==> src/rtl/quad_mux_operand_sequencer_pkg.sv <==
// Shared state encoding and default phase length for the quad mux operand sequencer.
package quad_mux_operand_sequencer_pkg;
   localparam logic [1:0] IDLE  = 2'd0;
   localparam logic [1:0] GOT_A = 2'd1;
   localparam logic [1:0] ARMED = 2'd2;
   localparam logic [1:0] SCAN  = 2'd3;
   localparam int TICK_DIV_DEFAULT = 4;
endpackage

==> src/rtl/quad_mux_operand_sequencer_phase_tick_counter.sv <==
// Free-running phase counter; tick pulses on the terminal count while enabled.
module phase_tick_counter
   import quad_mux_operand_sequencer_pkg::*;
#(
   parameter int TICK_DIV = TICK_DIV_DEFAULT
) (
   input  logic clk,
   input  logic rst_n,
   input  logic clr,
   input  logic en,
   output logic tick
);
   localparam int CW = (TICK_DIV > 1) ? $clog2(TICK_DIV) : 1;
   localparam logic [CW-1:0] TC = CW'(TICK_DIV - 1);

   if (TICK_DIV < 1 || TICK_DIV > 65535) begin : g_bad_tick_div
      $error("phase_tick_counter: TICK_DIV must be in 1..65535");
   end

   logic [CW-1:0] cnt_q, cnt_d;

   assign tick = en && (cnt_q == TC);

   always_comb begin
      cnt_d = cnt_q;
      if (clr)     cnt_d = '0;
      else if (en) cnt_d = tick ? '0 : cnt_q + CW'(1);
   end

   always_ff @(posedge clk or negedge rst_n) begin
      if (!rst_n) cnt_q <= '0;
      else        cnt_q <= cnt_d;
   end
endmodule

==> src/rtl/quad_mux_operand_sequencer.sv <==
// Loads two operands over a valid/ready handshake, then scans the mux select A,B,A,B
// with each select level held for TICK_DIV cycles.
module quad_mux_operand_sequencer
   import quad_mux_operand_sequencer_pkg::*;
#(
   parameter int WIDTH    = 4,
   parameter int TICK_DIV = TICK_DIV_DEFAULT
) (
   input  logic             clk,
   input  logic             rst_n,
   input  logic [WIDTH-1:0] data_in,
   input  logic             load_valid,
   output logic             load_ready,
   input  logic             start,
   input  logic             stop,
   input  logic             clear,
   output logic [WIDTH-1:0] A,
   output logic [WIDTH-1:0] B,
   output logic             S,
   output logic             E,
   output logic             busy
);
   logic [1:0]       state_q, state_d;
   logic [WIDTH-1:0] a_q, a_d, b_q, b_d;
   logic             s_q, s_d, e_q, e_d, busy_q, busy_d;
   logic             tick;

   // Counter is held at zero whenever the next cycle is not a scan cycle, so
   // every entry into SCAN starts a full-length phase.
   phase_tick_counter #(.TICK_DIV(TICK_DIV)) u_tick (
      .clk  (clk),
      .rst_n(rst_n),
      .clr  (state_d != SCAN),
      .en   (state_q == SCAN),
      .tick (tick)
   );

   always_ff @(posedge clk or negedge rst_n) begin
      if (!rst_n) begin
         state_q <= IDLE;
         a_q     <= '0;
         b_q     <= '0;
         s_q     <= 1'b0;
         e_q     <= 1'b1;
         busy_q  <= 1'b0;
      end else begin
         state_q <= state_d;
         a_q     <= a_d;
         b_q     <= b_d;
         s_q     <= s_d;
         e_q     <= e_d;
         busy_q  <= busy_d;
      end
   end

   always_comb begin
      state_d = state_q;
      if (clear) state_d = IDLE;
      else begin
         case (state_q)
            IDLE:    if (load_valid) state_d = GOT_A;
            GOT_A:   if (load_valid) state_d = ARMED;
            ARMED:   if (start)      state_d = SCAN;
            default: if (stop)       state_d = ARMED;
         endcase
      end
   end

   always_comb begin
      a_d    = a_q;
      b_d    = b_q;
      if (!clear && load_valid) begin
         if (state_q == IDLE)  a_d = data_in;
         if (state_q == GOT_A) b_d = data_in;
      end
      e_d    = (state_d != SCAN);
      busy_d = (state_d == SCAN);
      // Only a continuing scan may toggle; entry, stop and clear all force S low.
      s_d    = (state_q == SCAN && state_d == SCAN) ? (s_q ^ tick) : 1'b0;
   end

   assign load_ready = (state_q == IDLE) || (state_q == GOT_A);
   assign A          = a_q;
   assign B          = b_q;
   assign S          = s_q;
   assign E          = e_q;
   assign busy       = busy_q;
endmodule

==> config.mk <==
export PLATFORM = sky130hd
export DESIGN_NAME = quad_mux_operand_sequencer
export DESIGN_NICKNAME = d
export VERILOG_FILES = /design/src/rtl/quad_mux_operand_sequencer_pkg.sv /design/src/rtl/quad_mux_operand_sequencer_phase_tick_counter.sv /design/src/rtl/quad_mux_operand_sequencer.sv
export SDC_FILE = /design/constraint.sdc
export NUM_CORES = 1
export LEC_CHECK = 0
export ABC_AREA = 1
export CAP_MARGIN = 20
export CORE_AREA = 8 8 49 51
export CTS_BUF_LIST = sky130_fd_sc_hd__clkbuf_16
export CTS_CLUSTER_SIZE = 28
export DETAILED_ROUTE_END_ITERATION = 8
export DIE_AREA = 0 0 57 59
export PLACE_DENSITY = 0.72
export SYNTH_ARGS = -nofsm -noshare
export SYNTH_HDL_FRONTEND = slang
export SYNTH_HIERARCHICAL = 1
export SYNTH_SLANG_ARGS = --single-unit
==> constraint.sdc <==
create_clock -name clk -period 1.2 [get_ports clk]
set_clock_uncertainty 0.1 [all_clocks]
set_input_delay 0.18 -clock clk [delete_from_list [all_inputs] [get_ports clk]]
set_output_delay 0.18 -clock clk [all_outputs]
set_load 0.02 [all_outputs]
# Word level (Yosys, flattened, before mapping)
# Index checks and enable logic that the tools add are counted.
# classes
n_addsub	1
n_mul	0
div	0
order_cmp	0
eq_ne	6
n_shift	0
muxes	10
bitwise_logic	1
reduce_logical	9
# ops
op	n
2-bit 2-to-1 mux	8
2-bit == test, second input constant	4
2-bit one-hot mux with 3 select lines	1
2-bit AND reduction	2
1-bit logical AND	3
2-bit by 1-bit adder with 2-bit output, second input constant	1
2-bit by 1-bit == test with 1-bit output, second input constant	1
2-bit zero test	1
2-bit inequality test, second input constant	1
2-bit nonzero test	1
1-bit zero test	1
1-bit logical OR	1
1-bit 2-to-1 mux	1
1-bit XOR	1
# totals
ff_bits	15
latchBits	0
ram_bits	0
romBits	0
in_bits	10
out_inout_bits	12
word_cells	34
n_memories	0

# Logic depth before layout (Yosys ltp)
# logic_depth
ltp_word	6
depth_mapped	8
ltp_nobuf	8

# Cells and area by module
# The synthesis kept the hierarchy.
# modules_own_cells
module	instances	cells_each	area_each_um2	seq_area_each_um2
quad_mux_operand_sequencer	1	61	550.5	326.6
phase_tick_counter	1	16	117.6	50.0

# Worst setup path before layout
# No wires, ideal clock.
# synth_timing
path_type	register to register
start	register state_q[1]
end	register u_tick.cnt_q[0]
setup_ns	0.073
arrival_ns	0.974
t_required_ns	1.027
path_slack_ns	0.053
path_stages_with_launch	8
n_path_buf	0
period_less_slack_ns	1.147
cell_sequence	dfrtp_1 -> inv_2 -> nand3_1 -> nand2_2 -> nand3_1 -> inv_1 -> nand2_1 -> a21oi_2
# synth_via
elab_chain_len	5
word_cells_on_any_way	16
classes_between	eq/ne: 4; mux: 9; reduce/logical: 3
# synth_lines
element	line	text
start: declaration	quad_mux_operand_sequencer.sv:23	logic [1:0] state_q, state_d;
start signal: assignment	quad_mux_operand_sequencer.sv:47	state_q <= state_d;
2-bit == test, or another cell as far along	quad_mux_operand_sequencer.sv:60	case (state_q)
2-bit one-hot mux with 3 select lines (*)	quad_mux_operand_sequencer.sv:60	
2-bit 2-to-1 mux (*)	quad_mux_operand_sequencer.sv:58	if (clear) state_d = IDLE;
2-bit inequality test (*)	--	
via e_d	quad_mux_operand_sequencer.sv:25	logic s_q, s_d, e_q, e_d, busy_q, busy_d;
2-bit 2-to-1 mux or 2-bit nonzero test (tied branches)	--	
end signal: assignment	quad_mux_operand_sequencer_phase_tick_counter.sv:32	else cnt_q <= cnt_d;
end: declaration	quad_mux_operand_sequencer_phase_tick_counter.sv:20	logic [CW-1:0] cnt_q, cnt_d;
# The timed path passes the listed nets; every way through them passes the cells marked *. The select of a mux whose other input is x is not followed.
# A chain may end at the register's enable or synchronous reset.

# Final worst setup path
# layout_timing
start	register state_q[0]
end	register u_tick.cnt_q[0]
# The elaborated chain is that of the path after synthesis.

==> key figures <==
Synthesis
  • Largest cells by area after synthesis: dfrtp_1 (52%), inv_1 (9.0%), nand2_1 (9.0%), o21ai_1 (7.5%), dfstp_2 (3.9%)
  • Total nets after synthesis: 88
  • Yosys top cell by area: dfrtp_1
  • Post-synthesis sequential area ratio: a little under three fifths
  • Cells after synthesis: 77
  • Top-area cell type share of the netlist area: between 50% and 60%
  • Cell variety after synth: 16
  • Synthesized flop and latch total: 15
  • Mean Syn Cell Area: 8.68 um^2
  • Netlist Area Pre-Place: 668 um^2
  • Synthesis Warnings: 6

Setup path
  • Worst path depth: 7
  • Crit-path slowest cell: dfrtp_2
  • Setup Crit Path Kind: register to register
  • CP endpoint kind: register
  • WP data arrival: 1.25 ns
  • Worst path required time: 1.27 ns
  • R2R Path Start: state_q[0]$_DFF_PN0_
  • Worst setup path start: state_q[0]$_DFF_PN0_
  • Worst R2R End: u_tick/cnt_q[0]$_DFFE_PN0P_
  • Critical-path cell list: nand2_2, nand3_2, nand2_2, nand3_2, inv_2, nand2_1, a21oi_2
  • CP Launch Type: register
  • CP endpoint: u_tick/cnt_q[0]$_DFFE_PN0P_
  • Worst Path Max Fanout: 6
  • Reg2Reg Depth: 7
  • CP peak stage delay: approximately 0.46 ns
  • R2R setup slack: between 0.015 and 0.02 ns
  • Worst path buffer plus inverter count: 1
  • Delay-heaviest family, CP: flip-flops

Clock network
  • Clock Tree Buf Depth: 2
  • Worst skew pair latency: 0.24 ns
  • Root Driver: clkbuf_16
  • Sink Count: 15
  • TritonCTS buffer count: 3
  • CTS tree: yes
  • Clk slew on worst S/H paths: 0.05 ns
  • CTS H-tree lvls: 1

Routing
  • Post-Route WL: between 1500 and 2000 um
  • Residual DRC: 0
  • Routed len/inst: 12.2 um
  • Antenna violation net count after detailed routing: 0
  • Initial DRC count: 7
  • Pre-antenna DRT Iters: 4
  • Vias per cell: 4.65
  • Routed vias: 600

Timing
  • Slew HR: 86.2%
  • Min cycle time layout: 1.18 ns
  • Hold Fails Final Rpt: 0
  • Final slew viol count: 0
  • Setup TNS: 0 ns
  • Finish-stage setup viols: 0
  • RSZ-0062 raised after global routing: yes
  • FMAX: 0.847 GHz
  • Period Utilization, post-route: between 90 and 100%
  • Hold slack final: roughly 0.17 ns
  • Worst Max-Slew Pin Slew: ~0.21 ns
  • Final worst slack: 0.0197 ns

Final layout
  • Final core utilization: 63.7%
  • Post-route cell area: 1050 um^2
  • Finished Layout Cells: 129
  • Fin nets: about 120
  • Antenna Diode Count: 0
  • Share of post-route cells with drive strength above 1: between 40% and 50%
  • Synthesis-to-finish area growth: 57.5%

Placed design
  • Gp weighted congestion: 0.814
  • Placed Cells: approximately 130
  • Dpl ws: -0.276 ns
  • DP Area: just under 1000 um^2
  • I/O Buffers: 21
  • Hpwl dp: around 1200 um

Power
  • Total power: between 1.5 and 2 mW
  • Switch share: 28.9%
  • Sw Pwr: 0.494 mW
  • Pwr dens: 1620 nW/um^2
  • Clock share of power: 37.1%
  • Max VDD drop: about 1500 uV
  • Leak: 0.561 nW
  • Comb power frac: between 20% and 30%
  • Seq pwr share: a little under two fifths
  • Pint: 1.21 mW

Floorplan
  • Die height: 59 um
  • Num rows: 15
  • IO Count: 22
  • Die Wd: ~57 um
  • Starting Density: 40.5%
  • CORE AREA: around 1700 um^2
  • Total die area: 3360 um^2

Run status
  • Status: finished clean

Flow run
  • Max-cap violations: 0

Global route
  • First-pass GRT wire length: 2820 um
  • Grt total ovfl: 0
  • Initial antenna violation count: 0
  • GRT Overall Usage: 10.5%
  • Vias in the first global route: 669
  • Largest net degree at the start of global routing: 15

Worst hold path
  • Hold WC Path Type: input pin to async pin
[Yosys cell counts, drive strengths merged]
library cell and number:
nor2 7, ha 1, xnor2 1, nand4 1, a21oi 1, nand2 19, o21ai 11, dfrtp 14
nand3 3, dfstp 1, inv 18
[per-layer routing]
| metal | up-vias | track usage [%] | wire length (um) |
|---|---|---|---|
| met5 | - | 0 | 0 |
| met4 | 0 | 5.03 | 29 |
| met3 | 4 | 5.36 | 116 |
| met2 | 14 | 16.6 | 771 |
| met1 | 279 | 11.3 | 653 |
| li1 | 303 | - | - |
[cells in the final DEF (no fill, tap or decap), types with 3 or more instances in the layout]
| cell | instances |
|---|---|
| clkbuf_2 | 7 |
| inv_2 | 6 |
| clkdlybuf4s50_1 | 8 |
| dfrtp_1 | 13 |
| nor2_1 | 5 |
| nand3_2 | 3 |
| nand2_1 | 14 |
| clkbuf_16 | 3 |
| o21ai_1 | 9 |
| inv_1 | 13 |
| nand2_2 | 3 |
| buf_4 | 10 |
[power groups by stage]
stage	clock network [mW]	logic [mW]	registers (mW)
final	0.633	0.433	0.641
after global routing	0.681	0.475	0.654
after CTS	0.643	0.456	0.640
after detailed placement	0	0.479	0.645
after global placement	0	0.472	0.641
after floorplan	0	0.116	0.739
[logic make-up after synthesis]
| logic type | after synthesis | synth area share (%) |
|---|---|---|
| AOI/OAI and AO/OA | 12 | 9.55 |
| adders and majority gates | 1 | 1.87 |
| xor gates and xnor gates | 1 | 1.31 |
| DFF | 15 | 56.4 |
| buffers and inverters | 18 | 10.1 |
| and+or+nand+nor | 30 | 20.8 |
[flip-flops by register name, summed over array words and instances (netlist names)]
name          cells
A                 4
B                 4
state_q           2
u_tick/cnt_q      2
E                 1
S                 1
busy              1
[what timing repair did]
item,4_1_cts,5_1_grt
pin swaps,1,5
hold endpoints to repair,0,0
buffers inserted,1,0
gates cloned,0,0
gates resized for setup,39,16
endpoints found under the setup margin,14,15
hold buffers,0,0
[worst reg2reg max path: stages, from the launching register on]
cell,delay [ns]
dfrtp_2,0.46
nand2_2,0.09
nand3_2,0.08
nand2_2,0.08
nand3_2,0.08
inv_2,0.07
nand2_1,0.06
a21oi_2,0.10
[layout make-up]
class                   instances  area [um^2]
flip-flops and latches         15          378
fillers                       138          599
repair buffers                 31          248
clock inverters                 1         3.75
inverters                      18         67.6
multi-input cells              44          259
clock buffers                   3         75.1
well taps                      17         21.3
[how the worst min path moves through the flow]
| stage | startpoint | endpoint | slack (ns) |
|---|---|---|---|
| final | rst_n | E$_DFF_PN1_ | 0.17 |
| after global placement | B[3]$_DFFE_PN0P_ | B[3]$_DFFE_PN0P_ | 0.37 |
| after detailed placement | B[1]$_DFFE_PN0P_ | B[1]$_DFFE_PN0P_ | 0.38 |
| after global routing | rst_n | E$_DFF_PN1_ | 0.18 |
| after CTS | rst_n | E$_DFF_PN1_ | 0.17 |
| after floorplan | rst_n | A[0]$_DFFE_PN0P_ | -0.22 |
Note: power is estimated with default switching activity, not from simulation.
